[src/rtl/neuron_feeder_pkg.sv]
// Shared definitions for the bit-serial neuron link blocks.
// Frame length and word width are fixed by the link format.
package neuron_feeder_pkg;

    typedef enum logic {
        IDLE,
        SEND
    } state_t;

    localparam int WORD_W = 8;
    localparam int CNT_W  = 3;

endpackage

[src/rtl/neuron_feeder_if.sv]
// Parallel word input plus REQ/ACK/DATA serial link of one feeder.
// master = producer/neuron side, slave = feeder side.
interface neuron_feeder_if import neuron_feeder_pkg::*; ();

    logic              IN_VALID;
    logic              IN_READY;
    logic [WORD_W-1:0] IN_DATA;
    logic              OUT_REQ;
    logic              OUT_ACK;
    logic              OUT_DATA;

    modport master (
        output IN_VALID,
        output IN_DATA,
        output OUT_REQ,
        input  IN_READY,
        input  OUT_ACK,
        input  OUT_DATA
    );

    modport slave (
        input  IN_VALID,
        input  IN_DATA,
        input  OUT_REQ,
        output IN_READY,
        output OUT_ACK,
        output OUT_DATA
    );

endinterface

[src/rtl/neuron_feeder_fifo.sv]
// Synchronous DEPTH x WORD_W FIFO with occupancy counter.
// Requests are ignored when full (push) or empty (pop).
module neuron_feeder_fifo import neuron_feeder_pkg::*; #(
    parameter  int DEPTH = 4,
    localparam int AW    = $clog2(DEPTH)
) (
    input  logic              CLK,
    input  logic              RSTB,
    input  logic              push,
    input  logic              pop,
    input  logic [WORD_W-1:0] wdata,
    output logic [WORD_W-1:0] rdata,
    output logic [AW:0]       level,
    output logic              full
);

    logic [WORD_W-1:0] mem [DEPTH];
    logic [AW-1:0]     wptr;
    logic [AW-1:0]     rptr;
    logic              push_ok;
    logic              pop_ok;

    assign full    = (level == (AW+1)'(DEPTH));
    assign push_ok = push && !full;
    assign pop_ok  = pop && (level != '0);
    assign rdata   = mem[rptr];

    always_ff @(posedge CLK) begin
        if (push_ok)
            mem[wptr] <= wdata;
    end

    // Pointers wrap naturally; the counter resolves full vs empty.
    always_ff @(posedge CLK or negedge RSTB) begin
        if (!RSTB) begin
            wptr  <= '0;
            rptr  <= '0;
            level <= '0;
        end else begin
            if (push_ok)
                wptr <= wptr + 1'b1;
            if (pop_ok)
                rptr <= rptr + 1'b1;
            unique case ({push_ok, pop_ok})
                2'b10:   level <= level + 1'b1;
                2'b01:   level <= level - 1'b1;
                default: level <= level;
            endcase
        end
    end

endmodule

[src/rtl/neuron_feeder.sv]
// FIFO-buffered LSB-first serializer feeding one neuron input link.
// FEEDER_REPLAY_EN: an empty FIFO replays the last popped word.
module neuron_feeder import neuron_feeder_pkg::*; #(
    parameter  int DEPTH = 4,
    localparam int AW    = $clog2(DEPTH)
) (
    input  logic            CLK,
    input  logic            RSTB,
    neuron_feeder_if.slave  link,
    output logic [AW:0]     LEVEL
);

    state_t            state, state_n;
    logic [CNT_W-1:0]  cnt, cnt_n;
    logic [WORD_W-1:0] sh, sh_n;
    logic              armed, armed_n;
    logic              ack, ack_n;
    logic              dat, dat_n;
    logic              pop;
    logic              full;
    logic [WORD_W-1:0] head;
    logic [WORD_W-1:0] word;
    logic              start;

    neuron_feeder_fifo #(.DEPTH(DEPTH)) u_fifo (
        .CLK   (CLK),
        .RSTB  (RSTB),
        .push  (link.IN_VALID),
        .pop   (pop),
        .wdata (link.IN_DATA),
        .rdata (head),
        .level (LEVEL),
        .full  (full)
    );

    assign link.IN_READY = !full;
    assign link.OUT_ACK  = ack;
    assign link.OUT_DATA = dat;

`ifdef FEEDER_REPLAY_EN
    logic [WORD_W-1:0] last;

    always_ff @(posedge CLK or negedge RSTB) begin
        if (!RSTB)
            last <= '0;
        else if (pop)
            last <= head;
    end

    assign word = (LEVEL != '0) ? head : last;
    assign start = (state == IDLE) && link.OUT_REQ && armed;
`else
    assign word = head;
    assign start = (state == IDLE) && link.OUT_REQ && armed
                   && (LEVEL != '0);
`endif

    always_comb begin
        state_n = state;
        cnt_n   = cnt;
        sh_n    = sh;
        armed_n = armed | !link.OUT_REQ;
        ack_n   = 1'b0;
        dat_n   = 1'b0;
        pop     = 1'b0;
        unique case (state)
            IDLE: begin
                if (start) begin
                    pop     = (LEVEL != '0);
                    state_n = SEND;
                    cnt_n   = CNT_W'(1);
                    ack_n   = 1'b1;
                    dat_n   = word[0];
                    sh_n    = {1'b0, word[WORD_W-1:1]};
                    armed_n = 1'b0;
                end
            end
            SEND: begin
                dat_n = sh[0];
                sh_n  = {1'b0, sh[WORD_W-1:1]};
                cnt_n = cnt + 1'b1;
                if (cnt == '1)
                    state_n = IDLE;
            end
            default: state_n = IDLE;
        endcase
    end

    always_ff @(posedge CLK or negedge RSTB) begin
        if (!RSTB) begin
            state <= IDLE;
            cnt   <= '0;
            sh    <= '0;
            armed <= 1'b1;
            ack   <= 1'b0;
            dat   <= 1'b0;
        end else begin
            state <= state_n;
            cnt   <= cnt_n;
            sh    <= sh_n;
            armed <= armed_n;
            ack   <= ack_n;
            dat   <= dat_n;
        end
    end

endmodule

[src/flat_wrapper.sv]
// flat-port wrapper written by rule: the top's interface ports become plain ports
module neuron_feeder_flat import neuron_feeder_pkg::*;
#(
    parameter  int DEPTH = 4,
    localparam int AW    = $clog2(DEPTH)
)
  (CLK, RSTB, LEVEL, link_IN_VALID, link_IN_DATA, link_OUT_REQ, link_IN_READY, link_OUT_ACK, link_OUT_DATA);
  neuron_feeder_if link_i ();
  input  logic CLK;
  input  logic RSTB;
  output logic [AW:0] LEVEL;
  input wire logic [$bits(link_i.IN_VALID)-1:0] link_IN_VALID;
  input wire logic [$bits(link_i.IN_DATA)-1:0] link_IN_DATA;
  input wire logic [$bits(link_i.OUT_REQ)-1:0] link_OUT_REQ;
  output wire logic [$bits(link_i.IN_READY)-1:0] link_IN_READY;
  output wire logic [$bits(link_i.OUT_ACK)-1:0] link_OUT_ACK;
  output wire logic [$bits(link_i.OUT_DATA)-1:0] link_OUT_DATA;
  assign link_i.IN_VALID = link_IN_VALID;
  assign link_i.IN_DATA = link_IN_DATA;
  assign link_i.OUT_REQ = link_OUT_REQ;
  assign link_IN_READY = link_i.IN_READY;
  assign link_OUT_ACK = link_i.OUT_ACK;
  assign link_OUT_DATA = link_i.OUT_DATA;
  neuron_feeder #(.DEPTH(DEPTH)) u_core (.CLK(CLK), .RSTB(RSTB), .link(link_i), .LEVEL(LEVEL));
endmodule
[config.mk]
export PLATFORM = sky130hd
export DESIGN_NAME = neuron_feeder_flat
export DESIGN_NICKNAME = d
export VERILOG_FILES = /design/src/rtl/neuron_feeder_pkg.sv /design/src/rtl/neuron_feeder_if.sv /design/src/rtl/neuron_feeder_fifo.sv /design/src/rtl/neuron_feeder.sv /design/src/flat_wrapper.sv
export SDC_FILE = /design/constraint.sdc
export NUM_CORES = 1
export LEC_CHECK = 0
export BUFFER_PORTS_ARGS = -buffer_cell sky130_fd_sc_hd__buf_2
export CORE_ASPECT_RATIO = 0.7
export CORE_MARGIN = 8
export CORE_UTILIZATION = 50
export DETAILED_ROUTE_END_ITERATION = 7
export MAX_ROUTING_LAYER = met4
export PLACE_DENSITY_LB_ADDON = 0.08
export SLEW_MARGIN = 20
export SYNTH_ARGS = -nofsm -noshare
export SYNTH_HDL_FRONTEND = slang
export SYNTH_SLANG_ARGS = --single-unit
[constraint.sdc]
create_clock -name CLK -period 2.1 [get_ports CLK]
set_input_delay 0.21 -clock CLK [delete_from_list [all_inputs] [get_ports CLK]]
set_output_delay 0.21 -clock CLK [all_outputs]
set_load 0.03 [all_outputs]
==> metrics.yaml, run 1 <==
layout_setup_ws_ns: 0.0348
critPathCaptureType: "flip-flop"
io_buffers: 17
finalPower_mw: 3.62
numCtsBuffers: 5
overflow: 0
met2_usage_pct: 18.4
syn_area_per_cell_um2: 15.9
use_met3_pct: 3.40
grt_pass1_vias: 1322
relSlewSlack_pct: 67.5
yosysTopAreaCell: "edfxtp_1"
synth_edf_count: 32
min_path_type: "in2reg"
dieArea_um2: 6910
path_max_fanout: 5
cts.sink_count: 53
diodes: 0
rows: 20
antenna_found_initial: 0
hold_viol: 0
period_share_pct: 98.3
viasPerCell: 5.28
ys_seq_elements: 53
grt_most_used_layer: "met2"
grt_usage_pct: 13.1
min_period_ns: 2.07
setup_viol: 0
initial_core_util_pct: 51.7
slowest_stage: "or3b_4"
ioPinCount: 18
peakVddDrop_mv: 0.639
cp_cell_sequence: "or3b_4, and2_4, inv_2, ha_4, inv_2, fa_2, xor2_1, nor2_1, xor2_1"
fin_skew_ns: 0.00669
final-max-slew-violation-count: 0
maxCapViolCount: 0
async_reset_ff_share_pct: 39.6
routed_wl_um: 4000
critPathMaxStageDelay_ns: 0.42
synth_top_area_share_pct: 42.9
drc: 0
rsz0062_at_grt: "true"
die_height_um: 72.0
routabilityCongestion: 0.731
syn_area_um2: 2240
worst_ep_required_time_ns: 2.33
nNetsFinal: 193
cp-start-kind: "flip-flop"
worstPathArrival_ns: 2.29
dp_hpwl_um: 2770
synthCells: 141
fmax_mhz: 484
first_pass_iters: 4
synthTopCellsByArea: "edfxtp_1, dfrtp_1, mux4_2"
final_cells: 229
tritoncts: "done"
final.setup.tns_ns: 0
synth_fp_nets: 161
p_leak_nw: 1.03
antenna_left: 0
outcome: "complete, no violations"
numPlacedInstances: 215
pre_cts_ws_ns: -0.0188
crit_buf_inv: 2
drtIter0Drc: 52
avgRoutedWirePerCell_um: 17.5
use_met1_pct: 17.8
final_area_um2: 2570
ys_types: 35
worstMarginPinSlew_ns: 0.488
vias: 1210
layout_common_cells: "edfxtp_1, buf_2, dfrtp_1"
core-area_um2: 4330
dieWidth_um: 96.0
grt_first_pass_wirelength_um: 6600
synth-seq-area-share_pct: 66.5
cts_max_level: 2
clk_pin_slew_worst_paths_ns: 0.09
crit_type: "reg2reg"
dpl-instance-area_um2: 2430
drive_above_1_share_pct: 37.9
clk_path_buf_depth: 2
synthToLayoutAreaGrowth_pct: 14.9
root_buffer: "clkbuf_8"
grt_max_degree: 23
power_density_nw_per_um2: 1410
hold_ws_ns: 0.0615
final_common_cell: "edfxtp_1"
synth_warnings: 0
crit_family: "simple AND/OR/NAND/NOR gates"
ys.flop_type: "edfxtp_1"
clock_latency_ns: 0.30
final_core_util_pct: 59.4
nFillCells: 335
-- synthesized netlist by cell type (2+ instances only) --
cell type and instances:
dfrtp_1 20, ha_1 7, nor2_1 4, o311ai_2 3, and3_2 4, nor3_1 4
edfxtp_1 32, nand2_1 6, mux4_2 8, inv_1 12, clkbuf_1 2, a221oi_1 3
xnor2_1 4, nand3_1 5, o21ai_0 6, xor2_1 2
-- area by class of cell --
cell class	count	area, µm²	share of cell area, %
multi-input combinational	69	681	26.5
tap	55	68.8	2.68
clock inverter	3	17.5	0.681
clock buffer	5	68.8	2.68
timing repair buffer	31	193	7.49
inverter	13	51.3	2.00
sequential	53	1490	58.0
-- timing repair --
action                                 CTS  global route
cloned                                   0             0
hold buffers                             1             0
pin swaps                                1             5
endpoints found under the hold margin   20             0
setup buffers                            2             3
gates resized for setup                  0             1
setup endpoints to repair                1             2
-- metal layers --
layer,vias to the layer above,share of wire (%)
li1,580,-
met1,596,50
met2,27,45
met3,7,4.4
met4,0,1.3
met5,-,0
-- worst paths after layout --
kind                                   startpoint                      to  slack [ns]  cells after the start
setup / recovery           u_core.u_fifo.level[1]  u_core.u_fifo.level[2]        0.03                      9
hold / removal                       link_OUT_REQ            u_core.armed        0.06                      2
setup reg to reg           u_core.u_fifo.level[1]  u_core.u_fifo.level[2]        0.03                      9
hold reg to reg                     u_core.cnt[0]           u_core.cnt[0]        0.50                      1
max in group asynchronous                    RSTB  u_core.u_fifo.level[2]        1.35                      2
min in group asynchronous                    RSTB   u_core.u_fifo.wptr[1]        0.39                      2
-- cells by family after synthesis --
group,Yosys count,share of synthesized area (%)
DFF,53,66.5
and+or+nand+nor,29,7.43
buffers and inverters,19,3.80
AOI/OAI and AO/OA,16,5.98
muxes,10,9.17
adders and majority gates,8,4.81
xor gates and xnor gates,6,2.35
-- state kept, by name, summed over array words and instances, names as in the netlist --
register and flops:
u_core.state 1, u_core.u_fifo.rptr 2, u_core.cnt 3, u_core.armed 1
u_core.link.OUT_ACK 1, u_core.link.OUT_DATA 1, u_core.sh 7, u_core.u_fifo.mem 32
u_core.u_fifo.wptr 2, u_core.u_fifo.level 3
-- where the power goes --
part,internal (mW),leakage [nW],switching (mW)
Combinational,0.680,0.447,0.753
Clock,0.230,0.0401,0.324
Sequential,1.45,0.542,0.185
Total,2.36,1.03,1.26
(Power assumes the default switching activity.)
==> inputs of run 2 (changes only) <==
--- a/config.mk
+++ b/config.mk
@@ -5,6 +5,7 @@
 export SDC_FILE = /design/constraint.sdc
 export NUM_CORES = 1
 export LEC_CHECK = 0
+export ABC_AREA = 1
 export BUFFER_PORTS_ARGS = -buffer_cell sky130_fd_sc_hd__buf_2
 export CORE_ASPECT_RATIO = 0.7
 export CORE_MARGIN = 8
@@ -12,6 +13,7 @@
 export DETAILED_ROUTE_END_ITERATION = 7
 export MAX_ROUTING_LAYER = met4
 export PLACE_DENSITY_LB_ADDON = 0.08
+export SETUP_SLACK_MARGIN = 0.1
 export SLEW_MARGIN = 20
 export SYNTH_ARGS = -nofsm -noshare
 export SYNTH_HDL_FRONTEND = slang
==> run 2 against run 1 <==
Synthesized cell count rose by 56%; worst setup slack improved by 0.16 ns; combinational power rose by 11%; final cell count rose by 34%; global-route usage rose by 0.13 points; non-clock buffer count fell by 1; highest routed layer unchanged.
==> metrics.yaml, run 2 <==
outcome: "complete, no violations"
routed_wl_um: 4260
multi_input_area_um2: 689
period_share_pct: 90.8
synth_fa_ha_area_share_pct: 4.58
worstPathArrival_ns: 2.09
final_area_um2: 2690
syn_area_per_cell_um2: 10.7
p_seq_share_pct: 41.8
synth-seq-area-share_pct: 63.4
numCtsBuffers: 5
seqCellArea_um2: 1490
synth.most_common_cell: "nand2_1"
dpl-instance-area_um2: 2510
synth.area.mux_share_pct: 0
routabilityCongestion: 0.757
worstMarginPinSlew_ns: 0.471
min_period_ns: 1.91
core-area_um2: 4650
diodes: 0
min_path_type: "in2reg"
grt_max_degree: 22
synth_commonest_cells: "nand2_1, edfxtp_1, inv_1"
antenna_found_initial: 0
reg2reg_from: "u_core.state"
dp_hpwl_um: 2890
ys_seq_elements: 53
r2r_cells: 11
layout_common_cells: "nand2_1, edfxtp_1, inv_1"
vias: 1545
first_pass_iters: 4
yosysTopAreaCell: "edfxtp_1"
synth_top_area_share_pct: 40.9
regMostFlops: "u_core.u_fifo.mem"
regToRegEndpoint: "u_core.u_fifo.level[2]"
initial_core_util_pct: 50.5
dieWidth_um: 97.9
met2_usage_pct: 19.8
path_max_fanout: 7
async_reset_ff_share_pct: 39.6
synth_xor_area_share_pct: 1.49
synthCells: 220
cts_max_level: 2
cp-start-kind: "flip-flop"
grt_usage_pct: 13.2
whs_endpoint: "u_core.armed"
overflow: 0
largest_register_ffs: 32
power.share.switching_pct: 38.4
die_height_um: 73.3
use_met1_pct: 16.7
final_common_cell: "nand2_1"
synthTopCellsByArea: "edfxtp_1, dfrtp_1, nand2_1"
hold_viol: 0
hold_depth: 2
clock_latency_ns: 0.30
final.setup.tns_ns: 0
final-max-slew-violation-count: 0
cts.sink_count: 53
p_int_mw: 2.39
fmax_mhz: 524
synthSimpleGateAreaFrac_pct: 18.4
tritoncts: "done"
synth_edf_count: 32
synth_fp_nets: 240
drive_above_1_share_pct: 23.2
peakVddDrop_mv: 0.488
use_met3_pct: 3.97
p_switching_mw: 1.49
rows: 21
clkPwrFrac_pct: 17.3
synthToLayoutAreaGrowth_pct: 14.5
viasPerCell: 5.03
syn_area_um2: 2350
grt_most_used_layer: "met2"
grt_first_pass_wirelength_um: 7090
synth_top_family_by_area: "simple AND/OR/NAND/NOR gates"
ff2ff_setup_slack_ns: 0.19
drc: 0
p_leak_nw: 1.22
nFillCells: 398
relSlewSlack_pct: 68.6
reg.largest.list: "u_core.u_fifo.mem: 32 flops, u_core.sh: 7 flops"
power_density_nw_per_um2: 1440
hp-start: "link_OUT_REQ"
clk_path_buf_depth: 2
dieArea_um2: 7180
comb_power_share_pct: 40.9
nNetsFinal: 270
ioPinCount: 18
clk_pin_slew_worst_paths_ns: 0.09
crit_type: "reg2reg"
worst_ep_required_time_ns: 2.28
root_buffer: "clkbuf_8"
maxCapViolCount: 0
critPathCaptureType: "flip-flop"
io_buffers: 17
setup_viol: 0
drtIter0Drc: 72
rsz0062_at_grt: "false"
synth_warnings: 0
antenna_left: 0
synth_compound_area_share_pct: 3.84
ys.flop_type: "edfxtp_1"
grt_pass1_vias: 1480
avgRoutedWirePerCell_um: 13.9
ys_types: 25
fin_skew_ns: 0.00886
run 2: changes by cell type after synthesis, moves of 3 or more:
cell,before,now
o21ai_0,6,9
nand3_1,5,28
nor2_1,4,17
mux4_2,8,0
nand2_1,6,45
inv_1,12,32
nor3_1,4,0
o311ai_2,3,0
and3_2,4,0
xnor2_1,4,1
a221oi_1,3,0
o211ai_1,0,3
run 2: critical path, cell delays in order, from the launching register on:
cell	delay [ns]
dfrtp_2	0.45
inv_8	0.08
nand2_4	0.05
nor2_4	0.12
nand2_4	0.06
clkinvlp_4	0.08
ha_2	0.17
inv_2	0.05
fa_2	0.37
a21oi_2	0.14
o21ai_2	0.07
xor2_1	0.14
run 2: timing repair:
| action | CTS | global route |
|---|---|---|
| hold endpoints to repair | 20 | 0 |
| buffers inserted | 0 | 5 |
| resized for setup | 0 | 8 |
| hold buffers | 1 | 0 |
| setup endpoints to repair | 0 | 1 |
run 2: final cells by class:
type / instances / area share [%]
flip-flops and latches: 53 / 55.5
multi-input cells: 125 / 25.7
repair buffers: 30 / 6.89
inverters: 35 / 5.31
well taps: 57 / 2.65
clock buffers: 5 / 2.56
clock inverters: 2 / 1.44
run 2: worst max path at each step:
stage                            from                     end  slack (ns)  cells past startpoint
6_report                 u_core.state  u_core.u_fifo.level[2]        0.19                     11
5_1_grt        u_core.u_fifo.level[0]  u_core.u_fifo.level[2]        0.09                      9
4_1_cts                  u_core.state  u_core.u_fifo.level[2]        0.11                     11
3_5_place_dp             u_core.state  u_core.u_fifo.level[2]        0.12                     11
3_3_place_gp             u_core.state  u_core.u_fifo.level[2]        0.20                     11
2_1_floorplan  u_core.u_fifo.level[1]  u_core.u_fifo.level[2]        0.11                      9
run 2: cell families after synthesis:
group           after synthesis
compound gates               16
buf+inv                      42
xor+xnor                      4
simple gates                 97
fa+ha+maj                     8
flops                        53
run 2: per-stage QoR:
| step | hold WS, ns | cells | total power, mW | util, % | setup slack (ns) |
|---|---|---|---|---|---|
| detailed placement | 0.195 | 294 | 3.14 | 54.1 | 0.124 |
| CTS | 0.102 | 302 | 3.81 | 56.6 | 0.105 |
| global placement | 0.191 | 294 | 3.07 | 54.1 | 0.205 |
| finish | 0.112 | 307 | 3.88 | 57.8 | 0.192 |
| floorplan | -0.0856 | 220 | 2.77 | - | 0.105 |
| global route | 0.0987 | 307 | 4.19 | 57.8 | 0.0908 |
run 2: routing by layer:
layer | routed length (µm) | up-vias
met3 | 236 | 6
met5 | 0 | -
li1 | - | 764
met2 | 2030 | 34
met4 | 42 | 0
met1 | 1960 | 741
run 2: power groups by stage:
stage,logic [mW],registers (mW),clock network [mW]
2_1_floorplan,1.08,1.69,0
3_3_place_gp,1.44,1.63,0
3_5_place_dp,1.50,1.64,0
4_1_cts,1.51,1.62,0.689
5_1_grt,1.81,1.65,0.732
6_report,1.59,1.62,0.672
==> inputs of run 3 (changes only) <==
==> constraint.sdc (replaced) <==
create_clock -name CLK -period 2.3 [get_ports CLK]
set_input_delay 0.23 -clock CLK [delete_from_list [all_inputs] [get_ports CLK]]
set_output_delay 0.23 -clock CLK [all_outputs]
set_load 0.03 [all_outputs]
==> run 3 against run 2 <==
Via count decreased by 8.4%; first-iteration DRC count increased by 15%; sequential power decreased by 9%; clock-buffer cell count increased by 1; clock skew increased by 0.00075 ns.
==> metrics.yaml, run 3 (same netlist as run 2, synthesis figures left out) <==
viasPerCell: 4.69
seqCellArea_um2: 1490
fmax_mhz: 502
dp_hpwl_um: 2660
routed_wl_um: 4000
root_buffer: "clkbuf_8"
clk_pin_slew_worst_paths_ns: 0.09
crit_family: "adder cells"
critPathCaptureType: "flip-flop"
drive_above_1_share_pct: 16.7
maxCapViolCount: 0
final_core_util_pct: 55.7
worstPathArrival_ns: 2.18
overflow: 0
dpl-instance-area_um2: 2500
crit_buf_inv: 3
cpMostUsedCell: "nand2_4"
ioPinCount: 18
cts.sink_count: 53
nNetsFinal: 264
clk_path_buf_depth: 2
drc: 0
final_common_cell: "nand2_1"
cp-start-kind: "flip-flop"
grt_pass1_vias: 1350
antenna_left: 0
min_period_ns: 1.99
routabilityCongestion: 0.729
setup_viol: 0
core-area_um2: 4650
period_share_pct: 86.6
slowest_stage: "dfrtp_2"
outcome: "complete, no violations"
relSlewSlack_pct: 67.7
final-max-slew-violation-count: 0
synthToLayoutAreaGrowth_pct: 10.4
vias: 1415
finalPower_mw: 3.28
largest_register_ffs: 32
grt_usage_pct: 12.5
post_cts_buffers: 0
rsz0062_at_grt: "false"
worst_ep_required_time_ns: 2.49
nFillCells: 411
rows: 21
worstMarginPinSlew_ns: 0.484
p_leak_nw: 1.19
min_path_type: "in2reg"
crit_type: "reg2reg"
power_density_nw_per_um2: 1260
clock_latency_ns: 0.30
final.setup.tns_ns: 0
antenna_found_initial: 0
diodes: 0
critPathMaxStageDelay_ns: 0.50
reg.largest.list: "u_core.u_fifo.mem: 32 flops, u_core.sh: 7 flops"
dieWidth_um: 97.9
grt_max_degree: 22
peakVddDrop_mv: 0.561
avgRoutedWirePerCell_um: 13.3
first_pass_iters: 4
hold_ws_ns: 0.106
io_buffers: 17
cts_max_level: 2
regMostFlops: "u_core.u_fifo.mem"
dieArea_um2: 7180
drtIter0Drc: 83
fin_skew_ns: 0.00961
initial_core_util_pct: 50.5
multi_input_area_um2: 669
die_height_um: 73.3
grt_first_pass_wirelength_um: 6630
hold_viol: 0
path_max_fanout: 16
layout_common_cells: "nand2_1, inv_1, edfxtp_1"
cp_cell_sequence: "inv_8, nand2_4, nor2_4, nand2_4, clkinv_1, ha_1, inv_1, fa_1, a21oi_1, o21ai_0, xor2_1"
final_area_um2: 2590
numCtsBuffers: 5
tritoncts: "done"
run 3: routing by layer:
layer / GRT usage (%) / routed length, µm
met5: - / 0
met4: 4.12 / 35
met3: 3.60 / 108
met2: 18.3 / 1720
met1: 16.4 / 2140
run 3: area by class of cell:
type | instances | area share (%)
clock buffer | 6 | 2.80
clock inverter | 2 | 0.434
inverter | 35 | 5.36
multi-input combinational | 125 | 25.8
sequential | 53 | 57.4
tap | 57 | 2.75
timing repair buffer | 24 | 5.41
run 3: worst paths after layout:
kind | from | slack [ns] | end | cells after the start
hold reg to reg | u_core.u_fifo.level[0] | 0.50 | u_core.u_fifo.level[0] | 1
setup reg to reg | u_core.state | 0.31 | u_core.u_fifo.level[2] | 11
max in group asynchronous | RSTB | 1.54 | u_core.state | 2
setup / recovery | u_core.state | 0.31 | u_core.u_fifo.level[2] | 11
min in group asynchronous | RSTB | 0.41 | u_core.link.OUT_DATA | 2
hold / removal | link_OUT_REQ | 0.11 | u_core.armed | 2
run 3: power breakdown:
| part | switching [mW] | total [mW] | internal (mW) |
|---|---|---|---|
| registers | 0.151 | 1.48 | 1.33 |
| logic | 0.848 | 1.30 | 0.450 |
| clock network | 0.293 | 0.505 | 0.212 |
run 3: worst reg2reg max path: stages, from the launching register on:
cell and delay (ns):
dfrtp_2 0.50, inv_8 0.14, nand2_4 0.06, nor2_4 0.10
nand2_4 0.05, clkinv_1 0.08, ha_1 0.14, inv_1 0.06
fa_1 0.37, a21oi_1 0.14, o21ai_0 0.11, xor2_1 0.15
run 3: stage by stage:
stage          cells  setup slack [ns]
3_5_place_dp     293             0.245
2_1_floorplan    220             0.159
4_1_cts          302             0.229
6_report         302             0.309
5_1_grt          302             0.164
3_3_place_gp     293             0.294
run 3: repair_timing:
| item | 4_1_cts | 5_1_grt |
|---|---|---|
| hold buffers | 1 | 0 |
| endpoints found under the setup margin | 0 | 1 |
| hold endpoints to repair | 20 | 0 |
| resized for setup | 0 | 1 |
